### src/rtl/enigma_pkg.sv
// Shared definitions for the enigma plugboard: alphabet constants, ASCII
// letter helpers and the configuration FSM state type.
package enigma_pkg;

    localparam int         ALPHA_SIZE = 26;
    localparam logic [7:0] ASCII_UA   = 8'h41;
    localparam logic [7:0] ASCII_LA   = 8'h61;

    typedef enum logic [1:0] {
        IDLE,
        CHECK,
        WRITE,
        ERR
    } cfg_state_t;

    function automatic logic is_upper(input logic [7:0] c);
        return (c >= ASCII_UA) && (c <= ASCII_UA + 8'd25);
    endfunction

    function automatic logic is_lower(input logic [7:0] c);
        return (c >= ASCII_LA) && (c <= ASCII_LA + 8'd25);
    endfunction

    // Non-letters map to index 0; callers qualify with the letter flags.
    function automatic logic [4:0] to_idx(input logic [7:0] c);
        logic [7:0] off;
        off = 8'd0;
        if (is_upper(c))
            off = c - ASCII_UA;
        else if (is_lower(c))
            off = c - ASCII_LA;
        return off[4:0];
    endfunction

    function automatic logic [7:0] to_ascii(input logic [4:0] idx, input logic upper);
        return (upper ? ASCII_UA : ASCII_LA) + {3'b000, idx};
    endfunction

endpackage

### src/rtl/enigma_plug_table.sv
// Symmetric 26-entry letter swap table: one data-path read port, two lookup
// ports for pair checking and a dual-entry write that installs a->b and b->a.
module enigma_plug_table
    import enigma_pkg::*;
(
    input  logic       clk,
    input  logic       reset,
    input  logic       clear,
    input  logic [4:0] rd_idx,
    output logic [4:0] rd_val,
    input  logic [4:0] lk_a_idx,
    output logic [4:0] lk_a_val,
    input  logic [4:0] lk_b_idx,
    output logic [4:0] lk_b_val,
    input  logic       wr_en,
    input  logic [4:0] wr_a,
    input  logic [4:0] wr_b
);

    logic [4:0] tbl [ALPHA_SIZE];

    // Indices past 'Z' never reach a real lookup; answer identity for them.
    assign rd_val   = (rd_idx   < 5'(ALPHA_SIZE)) ? tbl[rd_idx]   : rd_idx;
    assign lk_a_val = (lk_a_idx < 5'(ALPHA_SIZE)) ? tbl[lk_a_idx] : lk_a_idx;
    assign lk_b_val = (lk_b_idx < 5'(ALPHA_SIZE)) ? tbl[lk_b_idx] : lk_b_idx;

    always_ff @(posedge clk or posedge reset) begin
        if (reset) begin
            for (int i = 0; i < ALPHA_SIZE; i++)
                tbl[i] <= 5'(i);
        end else if (clear) begin
            for (int i = 0; i < ALPHA_SIZE; i++)
                tbl[i] <= 5'(i);
        end else if (wr_en) begin
            tbl[wr_a] <= wr_b;
            tbl[wr_b] <= wr_a;
        end
    end

endmodule

### src/rtl/enigma_plugboard.sv
// Plugboard stage ahead of the rotor chain: registered letter substitution
// through a run-time programmable pair table with conflict-checked config.
module enigma_plugboard
    import enigma_pkg::*;
#(
    parameter int MAX_PAIRS = 13,
    parameter int CHAR_W    = 8
) (
    input  logic              clk,
    input  logic              reset,
    input  logic              clear,
    input  logic              en,
    input  logic              valid,
    input  logic [CHAR_W-1:0] din,
    output logic [CHAR_W-1:0] dout,
    output logic              done,
    input  logic              cfg_valid,
    input  logic [CHAR_W-1:0] cfg_a,
    input  logic [CHAR_W-1:0] cfg_b,
    output logic              cfg_ready,
    output logic              cfg_err,
    output logic [3:0]        cfg_pairs
);

    // A byte is only a letter if nothing above the ASCII byte is set.
    function automatic logic fits_byte(input logic [CHAR_W-1:0] c);
        return c == CHAR_W'(c[7:0]);
    endfunction

    cfg_state_t state, state_nxt;

    logic       cfg_accept;
    logic       wr_en;
    logic       reject;
    logic [3:0] pair_cnt;
    logic [4:0] a_idx, b_idx;
    logic       a_ltr, b_ltr;
    logic [4:0] lk_a_val, lk_b_val;

    logic       din_up, din_lw;
    logic [4:0] din_idx, map_idx;
    logic [7:0] sub_char;

    logic [CHAR_W-1:0] data_p0;
    logic              vld_p0;

    enigma_plug_table u_table (
        .clk      (clk),
        .reset    (reset),
        .clear    (clear),
        .rd_idx   (din_idx),
        .rd_val   (map_idx),
        .lk_a_idx (a_idx),
        .lk_a_val (lk_a_val),
        .lk_b_idx (b_idx),
        .lk_b_val (lk_b_val),
        .wr_en    (wr_en),
        .wr_a     (a_idx),
        .wr_b     (b_idx)
    );

    // ---- data path: table lookup feeding the single output register ----
    always_comb begin
        din_up   = fits_byte(din) && is_upper(din[7:0]);
        din_lw   = fits_byte(din) && is_lower(din[7:0]);
        din_idx  = to_idx(din[7:0]);
        sub_char = to_ascii(map_idx, din_up);
    end

    always_ff @(posedge clk or posedge reset) begin
        if (reset) begin
            vld_p0  <= 1'b0;
            data_p0 <= '0;
        end else begin
            vld_p0 <= valid && en;
            if (valid && en)
                data_p0 <= (din_up || din_lw) ? CHAR_W'(sub_char) : din;
        end
    end

    assign dout = data_p0;
    assign done = vld_p0;

    // ---- config FSM: state register ----
    always_ff @(posedge clk or posedge reset) begin
        if (reset)
            state <= IDLE;
        else
            state <= state_nxt;
    end

    assign reject = !a_ltr || !b_ltr || (a_idx == b_idx) ||
                    (lk_a_val != a_idx) || (lk_b_val != b_idx) ||
                    (pair_cnt == 4'(MAX_PAIRS));

    always_comb begin
        state_nxt = state;
        case (state)
            IDLE:    if (cfg_valid) state_nxt = CHECK;
            CHECK:   state_nxt = reject ? ERR : WRITE;
            WRITE:   state_nxt = IDLE;
            ERR:     state_nxt = IDLE;
            default: state_nxt = IDLE;
        endcase
        if (clear)
            state_nxt = IDLE;
    end

    always_comb begin
        cfg_ready  = (state == IDLE);
        cfg_err    = (state == ERR);
        cfg_accept = (state == IDLE) && cfg_valid && !clear;
        wr_en      = (state == WRITE) && !clear;
    end

    // ---- config capture: normalised letter indices for CHECK/WRITE ----
    always_ff @(posedge clk) begin
        if (cfg_accept) begin
            a_idx <= to_idx(cfg_a[7:0]);
            b_idx <= to_idx(cfg_b[7:0]);
            a_ltr <= fits_byte(cfg_a) && (is_upper(cfg_a[7:0]) || is_lower(cfg_a[7:0]));
            b_ltr <= fits_byte(cfg_b) && (is_upper(cfg_b[7:0]) || is_lower(cfg_b[7:0]));
        end
    end

    always_ff @(posedge clk or posedge reset) begin
        if (reset)
            pair_cnt <= 4'd0;
        else if (clear)
            pair_cnt <= 4'd0;
        else if (wr_en)
            pair_cnt <= pair_cnt + 4'd1;
    end

    assign cfg_pairs = pair_cnt;

endmodule

### config.mk
export PLATFORM = sky130hd
export DESIGN_NAME = enigma_plugboard
export DESIGN_NICKNAME = d
export VERILOG_FILES = /design/src/rtl/enigma_pkg.sv /design/src/rtl/enigma_plug_table.sv /design/src/rtl/enigma_plugboard.sv
export SDC_FILE = /design/constraint.sdc
export NUM_CORES = 1
export LEC_CHECK = 0
export ABC_AREA = 1
export BUFFER_PORTS_ARGS = -buffer_cell sky130_fd_sc_hd__buf_2
export CAP_MARGIN = 30
export CELL_PAD_IN_SITES_DETAIL_PLACEMENT = 0
export CELL_PAD_IN_SITES_GLOBAL_PLACEMENT = 2
export CORE_ASPECT_RATIO = 1.1
export CORE_MARGIN = 1.5
export CORE_UTILIZATION = 35
export DETAILED_ROUTE_END_ITERATION = 6
export GPL_TIMING_DRIVEN = 0
export PLACE_DENSITY_LB_ADDON = 0.1
export SLEW_MARGIN = 15
export SYNTH_ARGS = -nofsm -noshare
export SYNTH_HDL_FRONTEND = slang
export SYNTH_SLANG_ARGS = --single-unit
### constraint.sdc
create_clock -name clk -period 5.7 [get_ports clk]
set_input_delay 1.425 -clock clk [delete_from_list [all_inputs] [get_ports clk]]
set_output_delay 1.425 -clock clk [all_outputs]
set_load 0.01 [all_outputs]
* After elaboration in Yosys (flattened, before gate mapping) *
Cells that the tools add are included.

cells by class
  order comparisons = 20
  reductions and logical operators = 26
  equality and inequality tests = 8
  add/sub/neg operators = 8
  muxes and demuxes = 34
  bitwise logic cells = 3

operators by type and width
  kind                                                                               number
  130-bit bitwise mux                                                                2
  130-bit two-way mux                                                                2
  5-bit two-way mux                                                                  17
  5-bit binary-select mux with 5-bit select                                          3
  5-bit demux with 5-bit select                                                      2
  8-bit by 7-bit >= comparator with 1-bit output (second input constant)             6
  8-bit by 7-bit less-or-equal comparator with 1-bit output (second input constant)  6
  5-bit by 1-bit subtractor with 5-bit output (second input constant)                6
  6-bit >= comparator (second input constant)                                        3
  5-bit NOT with 6-bit output                                                        3
  5-bit < comparator (second input constant)                                         3
  1-bit logical AND                                                                  12
  6-bit by 1-bit < comparator with 1-bit output (second input constant)              2
  5-bit inequality test                                                              2
  7-bit by 5-bit adder with 8-bit output                                             1
  1-bit logical OR                                                                   8
  4-bit two-way mux                                                                  2
  8-bit two-way mux                                                                  1
  6-bit two-way mux                                                                  1
  2-bit one-hot mux with 3 select lines                                              1
  5-bit == test                                                                      1
  4-bit by 1-bit adder with 4-bit output (second input constant)                     1
  2-bit == test (second input constant)                                              2
  4-bit == test (second input constant)                                              1
  8 further kinds                                                                    11

word-level totals
  register bits = 157
  word-level logic and storage cells = 133
  output and inout bits = 15

* Longest topological paths before layout *
Gate-level depths: netlist (run 1).

  word-level depth = 12
  depth in mapped cells = 31
  gate-level depth less buffers = 26

* Cells and area by module *
From an unflattened synthesis (run 1), not the netlist that was laid out.

second synthesis, totals
  cells, all modules = 2158
  area, all modules = 13277.7 um^2

modules (own cells, without submodules)
  module             sequential area each (um^2)  cells an instance  instances  area each (um^2)
  enigma_plug_table  3324.4                       1905               1          11340.9
  enigma_plugboard   735.7                        253                1          1936.9

* Worst setup path after synthesis (run 1) *
No wires, ideal clock.

  kind = input -> register
  start point = input din[0]
  end point = register data_p0[4] (netlist: dout[4])
  setup time = 0.121 ns
  setup slack = 1.253 ns
  stages = 29
  buffers on the path = 5
  data arrival time = 4.326 ns
  cell sequence = buf_2 -> inv_1 -> buf_2 -> clkbuf_1 -> ha_1 -> inv_1 -> nor2_1 -> nand3_1 -> nand2_1 -> inv_2 -> nand2_2 -> nand2_2 -> buf_6 -> nand2_2 -> inv_2 -> buf_4 -> nand3_1 -> nand2_1 -> nand2_1 -> nand3_1 -> nand3_1 -> nand3_1 -> ha_1 -> inv_1 -> nor2_1 -> nand2_1 -> nand2_1 -> o21bai_1 -> nand2_1

on the way
  longest elaborated chain between the ends = 11
  elaborated cells between the ends (all ways) = 19
  classes of those cells = add/sub: 3; order compare: 5; mux: 7; bitwise: 1; reduce/logical: 3

ends and longest elaborated chain
  element                                                                                                                             line                     source
  start, declared                                                                                                                     enigma_plugboard.sv:14   input logic [CHAR_W-1:0] din,
  8-bit by 7-bit >= comparator with 1-bit output / 8-bit by 7-bit less-or-equal comparator with 1-bit output (equally long branches)  enigma_pkg.sv:21         return (c >= ASCII_LA) && (c <= ASCII_LA + 8'd25);
  1-bit logical AND                                                                                                                   enigma_pkg.sv:21
  5-bit two-way mux                                                                                                                   enigma_pkg.sv:30         else if (is_lower(c))
  5-bit two-way mux                                                                                                                   enigma_pkg.sv:28         if (is_upper(c))
  5-bit NOT with 6-bit output (implied by the code)                                                                                   enigma_plug_table.sv:23  assign rd_val = (rd_idx < 5'(ALPHA_SIZE)) ? tbl[rd_idx] : rd_idx;
  5-bit binary-select mux with 5-bit select                                                                                           enigma_plug_table.sv:23
  5-bit two-way mux (implied by the code) (2 in a row)                                                                                enigma_plug_table.sv:23
  5-bit two-way mux                                                                                                                   enigma_plug_table.sv:23
  7-bit by 5-bit adder with 8-bit output                                                                                              enigma_pkg.sv:36         return (upper ? ASCII_UA : ASCII_LA) + {3'b000, idx};
  8-bit two-way mux (*)                                                                                                               enigma_plugboard.sv:77   data_p0 <= (din_up || din_lw) ? CHAR_W'(sub_char) : din;
  end signal, assigned                                                                                                                enigma_plugboard.sv:77
  end, declared                                                                                                                       enigma_plugboard.sv:44   logic [CHAR_W-1:0] data_p0;

Every way passes the cells marked *; elsewhere a longest branch is shown, timed or not. The select of a mux whose other input is x is not followed.
A chain may end at the register's enable or synchronous reset.

* Worst setup path after layout (run 1) *
Same ends and word-level chain as after synthesis.

==> results.toml, run 1 <==
[status]
outcome = "finished clean"

[yosys]
synth-edff-count = 12
synth_top_area_share = 0.183
synth_ff_type = "dfrtp_1"
yosys_warnings = 0
synthArstFlopShare = 0.924
syn_area_mm2 = 0.0120
synth_seq_cells = 157
synth_cell_types = 47
yosys.area.top_type = "dfrtp_1"
seq_area_frac_synth = 0.338
syn-num-nets = 1827
syn_area_per_cell_um2 = 6.72
netlist_instances = 1785
ys_top_cells_by_area = "dfrtp_1, dfstp_2, o21ai_0, inv_1, nand2_1"

[cts]
clk_pin_slew_ps = 70
clock_latency_ps = 470
post_cts.repair.setup_buffers = 0
root_buffer = "clkbuf_16"
cts.sinks = 157
cts_tree = "yes"
htreeDepth = 4
numCtsBuffers = 17
clock_path_buffers = 2

[detailed_routing]
ant_nets = 0
drt-pass1-iter-count = 7
vias = 14815
wire_per_inst_um = 32.2
drtIter0Drc = 2299
drc = 0
post_drt_via_cell_ratio = 6.44
drt_wl_total_um = 74100

[timing]
final.setup.worst_slack_ps = 426
period_needed_ps = 5270
grt_setup_unrepaired = "false"
finalSetupViolCount = 0
period_share = 0.925
fmax_ghz = 0.190
drv_slew = 0
fin_hold_ws_ps = 486
worstMarginPinSlew_ps = 1110
finClkSkew_ps = 12.4
hold_violations = 0
relSlewSlack = 0.258
setup_tns_ps = 0

[die]
start_util = 0.358
pin_count = 45
fp.dieH_um = 197
fp.dieW_um = 180
core_area_mm2 = 0.0335
dieArea_mm2 = 0.0354
placementRows = 70

[grt]
gr-total-overflow = 0
grt_pass1_wl_um = 104000
antenna_found_initial = 1
grt_max_degree = 99
grt_pass1_vias = 13664
grt.total_usage = 0.415

[power_and_ir_drop]
power_density_mw_per_mm2 = 246
p_leak_uw = 0.00560
ir_worst_vdd_v = 0.000244
power.total_uw = 3310

[setup_path]
critPathMaxFanout = 11
crit_type = "input port to flip-flop"
cp.required_ps = 6050
crit_arrival_ps = 5620
rr_startpoint = "a_idx[0]"
rr_endpoint = "state[0]"
crit_path_end_kind = "flip-flop"
regToRegSetupSlack_ps = 1170
r2r_cells = 16
worst_setup_path_start_kind = "input port"

[final_layout]
area_delta_synth_final_pct = 12.2
antenna_cells = 0
mostFrequentLayoutCell = "o21ai_0"
fillCellCount = 3656
drive_gt1_frac = 0.103
num-nets-final = 1897
final_cell_mix = "o21ai_0, inv_1, nand2_1, nor2_1, nand3_1"
post-route-cell-area_mm2 = 0.0135

[hold_path]
whs_endpoint = "dout[3]"
hold_path.class = "flip-flop to flip-flop"
hold_depth = 2
min_from = "dout[3]"

[job]
max_cap_violations = 0

[placement]
port_buffers = 44
gp_congestion = 1.07
dpl_cell_area_mm2 = 0.0128
dp_hpwl_um = 55400
dp_slack_ps = -221
==> cells in the mapped netlist (2+ instances only) <==
master,count
a21oi_1,70
a221oi_1,12
a22oi_1,7
a31oi_1,34
a31oi_2,2
buf_1,7
buf_2,21
buf_4,2
buf_6,4
clkbuf_1,63
clkinv_1,10
dfrtp_1,88
dfstp_2,57
edfxtp_1,12
ha_1,12
inv_1,253
inv_2,13
nand2_1,243
nand2_2,4
nand3_1,157
nand4_1,3
nor2_1,184
nor2_2,2
nor3_1,14
o2111ai_1,37
o211ai_1,8
o21ai_0,268
o21ai_1,14
o21bai_1,2
o221ai_1,9
o22ai_1,128
o2bb2ai_1,2
o311ai_0,3
o31ai_1,17
xnor2_1,6
xor2_1,6
==> metrics by stage <==
| stage | instances | utilization |
|---|---|---|
| CTS | 2298 | 0.401 |
| floorplan | 1785 | - |
| global placement | 2261 | 0.380 |
| finish | 2300 | 0.401 |
| global route | 2300 | 0.401 |
| detailed placement | 2266 | 0.383 |
==> repair_timing <==
| item | in CTS | in global routing |
|---|---|---|
| resized for setup | 0 | 2 |
| endpoints found under the hold margin | 0 | 0 |
| hold buffers | 0 | 0 |
| endpoints found under the setup margin | 0 | 5 |
==> critical path, cell delays in order <==
cell      delay, ps
buf_2           130
buf_2           200
inv_1           140
buf_2           350
clkbuf_2        360
ha_1            220
inv_1            50
nor2_1          110
nand3_1         140
nand3_1         190
nand2_2          90
buf_6           160
nand2_4          90
buf_2           410
nand2_1          90
o21ai_0         180
nor2_1           80
nor2_1          190
nand2_1          70
nand3_1          70
nand2_1          60
nand2_1         130
ha_1            210
inv_1            60
o21ai_1         120
nand2_1          60
o21bai_1        150
nand2_1          80
==> kinds of logic (layout without fill, tap and decap cells) <==
kind of cell    after synthesis  in the layout  share of synthesized area
compound gates              619            619                      0.305
fa+ha+maj                    12             12                     0.0125
xor+xnor                     12             12                    0.00876
simple gates                612            612                      0.213
flops                       157            157                      0.338
buf+inv                     373            456                      0.122
==> how the worst max path moves through the flow <==
| stage | startpoint | end | slack, ps | cells past startpoint |
|---|---|---|---|---|
| after floorplan | reset | cfg_pairs[0] | 470 | 1 |
| after global placement | reset | u_table.tbl[18] | -1920 | 2 |
| after detailed placement | din[0] | dout[4] | -220 | 28 |
| after CTS | din[0] | dout[4] | 250 | 28 |
| after global routing | din[0] | dout[4] | 40 | 28 |
| final | din[0] | dout[4] | 430 | 28 |
==> final cells by class <==
class	instances	area, µm²	area share
multi-input cells	1255	6480	0.481
plain buffers	97	429	0.0319
flip-flops and latches	157	4060	0.302
clock buffers	22	485	0.0361
clock inverters	10	129	0.00957
repair buffers	51	299	0.0222
well taps	432	541	0.0401
inverters	276	1040	0.0775
==> registers in the layout (all words and copies together), names as in the netlist <==
name,count
a_idx,5
a_ltr,1
b_idx,5
b_ltr,1
cfg_pairs,4
done,1
dout,8
state,2
u_table.tbl,130
==> metal layers <==
metal	part of all wire	vias to the layer above	GRT usage
li1	-	6338	-
met1	0.39	7063	0.538
met2	0.41	1163	0.610
met3	0.13	249	0.118
met4	0.067	2	0.250
met5	0.00030	-	0
==> where the power goes <==
part,switching [µW],total [µW],internal [µW]
Combinational,561,734,173
Sequential,75.9,1320,1250
Clock,553,1250,702
(Power assumes the default switching activity.)
==> run 2: changes to the inputs <==
--- a/config.mk
+++ b/config.mk
@@ -13,6 +13,7 @@
 export CORE_ASPECT_RATIO = 1.1
 export CORE_MARGIN = 1.5
 export CORE_UTILIZATION = 35
+export CTS_BUF_LIST = sky130_fd_sc_hd__clkbuf_8
 export DETAILED_ROUTE_END_ITERATION = 6
 export GPL_TIMING_DRIVEN = 0
 export PLACE_DENSITY_LB_ADDON = 0.1
==> run 2 against run 1 <==
Effect of this change: worst setup slack better by 40 ps; wire length fell by 0.11%; combinational power is essentially flat; sequential share of layout area grew 0.41 points; flip-flop and latch count unchanged; die area did not move; maximum frequency grew 0.76%; first-iteration DRC count up 0.43%; via count about the same.
==> results.toml, run 2 (synthesis gave the netlist of run 1 again) <==
[status]
outcome = "finished clean"

[setup_path]
crit_buf_inv = 9
crit_path_end_kind = "flip-flop"
slowest_stage = "buf_2"
crit_arrival_ps = 5650
crit_type = "input port to flip-flop"
worst_path_most_repeated_cell = "nand2_1"
rr_startpoint = "a_idx[0]"
crit_family = "buffers and inverters"
cp.required_ps = 6110
worst_setup_path_start_kind = "input port"
crit_path_start = "din[0]"
max_stage_delay_ps = 430
critPathMaxFanout = 11

[final_layout]
num-nets-final = 1897
fillCellCount = 3686
max_flop_register = "u_table.tbl"
mostFrequentLayoutCell = "o21ai_0"
final_cell_mix = "o21ai_0, inv_1, nand2_1, nor2_1, nand3_1"
largest_reg_flops = 130
area_delta_synth_final_pct = 10.7
final_core_util = 0.396
drive_gt1_frac = 0.103

[timing]
drv_slew = 0
fin_hold_ws_ps = 493
hold_violations = 0
grt_setup_unrepaired = "false"
period_needed_ps = 5230
fmax_ghz = 0.191
relSlewSlack = 0.261
worstMarginPinSlew_ps = 1110
period_share = 0.918
finClkSkew_ps = 22.8
finalSetupViolCount = 0

[cts]
cts_tree = "yes"
clock_path_buffers = 2
numCtsBuffers = 17
clk_pin_slew_ps = 100
clock_latency_ps = 530
root_buffer = "clkbuf_8"
cts.sinks = 157
post_cts.repair.setup_buffers = 0
htreeDepth = 4

[die]
fp.dieW_um = 180
start_util = 0.358
core_area_mm2 = 0.0335
pin_count = 45
fp.dieH_um = 197
dieArea_mm2 = 0.0354
placementRows = 70

[job]
max_cap_violations = 0

[placement]
port_buffers = 44
dp_hpwl_um = 55400
gp_congestion = 1.07

[power_and_ir_drop]
ir_worst_vdd_v = 0.000170
power_density_mw_per_mm2 = 228
p_leak_uw = 0.00552

[detailed_routing]
drtIter0Drc = 2309
drt-pass1-iter-count = 7
vias = 14821
drc = 0
wire_per_inst_um = 32.2
drt_wl_total_um = 74000
ant_nets = 0
post_drt_via_cell_ratio = 6.44

[hold_path]
hold_path.class = "flip-flop to flip-flop"
min_from = "dout[3]"

[grt]
gr-total-overflow = 0
grt_pass1_vias = 13686
grt.total_usage = 0.415
grt_max_degree = 99
grt_pass1_wl_um = 104000
antenna_found_initial = 1
-- run 2: cell count changes in the layout (fill, tap and decap cells not counted) --
cell | before | now
bufinv_16 | 2 | 3
clkbuf_1 | 64 | 62
clkbuf_16 | 18 | 0
clkbuf_8 | 2 | 19
diode_2 | 0 | 2
inv_1 | 252 | 254
-- run 2: layer usage --
metal  part of all wire  routed length, µm  global-route usage
met2               0.42              31000               0.611
met5            0.00018                 13                   0
met3               0.12               9170               0.118
met1               0.39              29000               0.541
met4              0.066               4870               0.242
-- run 2: final timing paths --
| path | end | slack (ps) | cells after the start |
|---|---|---|---|
| hold reg to reg | dout[3] | 490 | 2 |
| min in group asynchronous | u_table.tbl[79] | 880 | 2 |
| setup reg to reg | state[0] | 1200 | 16 |
| max in group asynchronous | u_table.tbl[55] | 3900 | 3 |
| hold / removal | dout[3] | 490 | 2 |
| setup / recovery | dout[4] | 470 | 28 |
-- run 2: report_power, final --
part	internal (µW)	switching, µW
Combinational	173	561
Sequential	1240	75.9
Clock	460	512
Total	1880	1150
-- run 2: tightest hold or removal path, stage by stage (launching register included) --
cell and delay, ps:
dfrtp_1 350, nand2_1 50, o21ai_1 60
-- run 2: final cells by class --
type	count	area [µm²]	area share
antenna	2	5.00	0.000377
buffer	97	429	0.0323
clock buffer	19	262	0.0197
clock inverter	13	166	0.0125
inverter	276	1040	0.0786
multi-input combinational	1255	6480	0.488
sequential	157	4060	0.306
tap	432	541	0.0407
timing repair buffer	51	299	0.0225
-- run 2: repair_timing --
item,4_1_cts,5_1_grt
gates resized for setup,0,2
hold buffers,0,0
endpoints found under the setup margin,0,3
-- run 2: stage by stage --
step	total power (µW)	cells	TNS [ps]	worst slack [ps]	cell area, µm²
floorplan	1700	1785	0	475	12000
global placement	2030	2261	-177740	-1920	12800
detailed placement	2030	2266	-507	-221	12800
CTS	2990	2298	0	318	13300
global route	3110	2300	0	133	13300
finish	3030	2302	0	466	13300
==> run 3: changes to the inputs <==
--- a/config.mk
+++ b/config.mk
@@ -5,7 +5,6 @@
 export SDC_FILE = /design/constraint.sdc
 export NUM_CORES = 1
 export LEC_CHECK = 0
-export ABC_AREA = 1
 export BUFFER_PORTS_ARGS = -buffer_cell sky130_fd_sc_hd__buf_2
 export CAP_MARGIN = 30
 export CELL_PAD_IN_SITES_DETAIL_PLACEMENT = 0
==> run 3 against run 2 <==
Effect of this change: clock power down 4.0%; wire length down 2.7%; first-iteration DRC count down 11%; combinational power up 3.7%; count of clock-buffer cells in the layout down 1; flip-flop and latch count unchanged; non-clock buffer count up 30; critical path depth down 20; worst setup slack worse by 420 ps; critical endpoint is now u_table.tbl[126]; largest power group unchanged; highest routed layer unchanged.
==> results.toml, run 3 <==
[cts]
clock_latency_ps = 540
cts.sinks = 157
root_buffer = "clkbuf_8"
clk_pin_slew_ps = 100
cts_tree = "yes"
numCtsBuffers = 17
clock_path_buffers = 2
cts_hold_repair.buffers = 0
htreeDepth = 4

[final_layout]
mostFrequentLayoutCell = "nand2_1"
area_delta_synth_final_pct = 13.2
max_flop_register = "u_table.tbl"
post-route-cell-area_mm2 = 0.0136
largest_reg_flops = 130
num-nets-final = 1496
drive_gt1_frac = 0.196
final_cell_mix = "nand2_1, nor2_1, a21oi_1, o21ai_0, dfrtp_1"

[setup_path]
crit_family = "buffers and inverters"
crit_type = "flip-flop to flip-flop"
crit_chain = "buf_1 > clkbuf_1 > clkbuf_1 > clkbuf_1 > clkbuf_1 > buf_1 > a22oi_1 > o31ai_1"
worst_path_most_repeated_cell = "clkbuf_1"
max_stage_delay_ps = 870
crit_path_end_kind = "flip-flop"
worst_setup_path_start_kind = "flip-flop"
crit_buf_inv = 6
critPathMaxFanout = 10
crit_arrival_ps = 6100
slowest_stage = "clkbuf_1"
cp.required_ps = 6140

[job]
max_cap_violations = 0

[grt]
gr-total-overflow = 0
grt_pass1_vias = 12288
grt_pass1_wl_um = 99600
antenna_found_initial = 4
grt.total_usage = 0.410
grt_max_degree = 82

[yosys]
syn-num-nets = 1403
seq_area_frac_synth = 0.339
yosys.area.top_type = "dfrtp_1"
yosys_warnings = 0
synth_seq_cells = 157
syn_area_per_cell_um2 = 8.80
synth_ff_type = "dfrtp_1"
synth_common_cells = "nand2_1, nor2_1, a21oi_1, o21ai_0, dfrtp_1"
synth_top_area_share = 0.184
synth_cell_types = 81
synthArstFlopShare = 0.924
yosysMostFrequentCell = "nand2_1"
syn_area_mm2 = 0.0120
netlist_instances = 1361
ys_top_cells_by_area = "dfrtp_1, dfstp_2, mux4_2, nand2_1, nor2_1"
synth-edff-count = 12

[detailed_routing]
drc = 0
drtIter0Drc = 2047
wire_per_inst_um = 37.9
post_drt_via_cell_ratio = 6.89
drt_wl_total_um = 72100
drt-pass1-iter-count = 6
vias = 13092
ant_nets = 0

[timing]
worstMarginPinSlew_ps = 1130
finalSetupViolCount = 0
period_share = 0.992
drv_slew = 0
fmax_ghz = 0.177
period_needed_ps = 5650
finClkSkew_ps = 17.0
final.setup.worst_slack_ps = 48.4
hold_violations = 0
relSlewSlack = 0.249

[die]
pin_count = 45
placementRows = 70
core_area_mm2 = 0.0335
fp.dieH_um = 197
start_util = 0.358
dieArea_mm2 = 0.0354
fp.dieW_um = 179

[placement]
dp_hpwl_um = 54200
gp_congestion = 1.07
dpl_cell_area_mm2 = 0.0131
port_buffers = 43
dp_slack_ps = -436

[status]
outcome = "finished clean"

[power_and_ir_drop]
power_density_mw_per_mm2 = 216
ir_worst_vdd_v = 0.000150
p_leak_uw = 0.00495

[hold_path]
hold_path.class = "flip-flop to flip-flop"
-- run 3: final cells by class --
cell class	instances	area, µm²
antenna	1	2.50
buffer	103	415
clock buffer	18	248
clock inverter	14	158
fill	3506	19900
inverter	33	131
multi-input combinational	1067	7420
sequential	157	4060
tap	432	541
timing repair buffer	75	589
-- run 3: cells by family after synthesis --
kind of cell,after synthesis,synth area share
compound gates,440,0.242
xor+xnor,23,0.0168
fa+ha+maj,12,0.0125
buf+inv,137,0.0452
flops,157,0.339
mux,116,0.170
simple gates,476,0.175
-- run 3: final timing paths --
check / from / to / slack [ps] / cells past startpoint
hold / removal: dout[2] / dout[2] / 480 / 2
min in group asynchronous: reset / u_table.tbl[77] / 970 / 2
max in group asynchronous: reset / u_table.tbl[19] / 3860 / 3
hold reg to reg: dout[2] / dout[2] / 480 / 2
setup / recovery: a_idx[1] / u_table.tbl[126] / 50 / 8
setup reg to reg: a_idx[1] / u_table.tbl[126] / 50 / 8
-- run 3: routing by layer --
metal / track usage / share of wire
met1: 0.506 / 0.37
met2: 0.626 / 0.44
met3: 0.122 / 0.12
met4: 0.263 / 0.075
met5: 0 / 0.00028
-- run 3: repair_timing --
action                                  CTS  global route
buffers inserted                          0             0
resized for setup                         0             4
endpoints found under the setup margin    0             7
-- run 3: tightest hold or removal path, delay by kind of cell (launching register included) --
family,cells,cell delay [ps]
AO/OA/AOI/OAI,1,60
flip-flops,1,350
AND/OR/NAND/NOR,1,40
-- run 3: metrics by stage --
| step | hold slack, ps | setup TNS [ps] | std cells | util | total power [µW] |
|---|---|---|---|---|---|
| after floorplan | 461 | 0 | 1361 | - | 1610 |
| after global placement | 460 | -181010 | 1836 | 0.381 | 1950 |
| after detailed placement | 465 | -2370 | 1861 | 0.391 | 1970 |
| final | 480 | 0 | 1900 | 0.406 | 2930 |
| after CTS | 488 | 0 | 1893 | 0.403 | 2900 |
| after global routing | 512 | -7.44 | 1899 | 0.405 | 3000 |
-- run 3: power breakdown --
group          total (µW)  internal (µW)  switching, µW  leakage [µW]
Sequential           1240           1180           57.7       0.00192
Clock                 933            408            525      0.000197
Combinational         761            221            539       0.00283
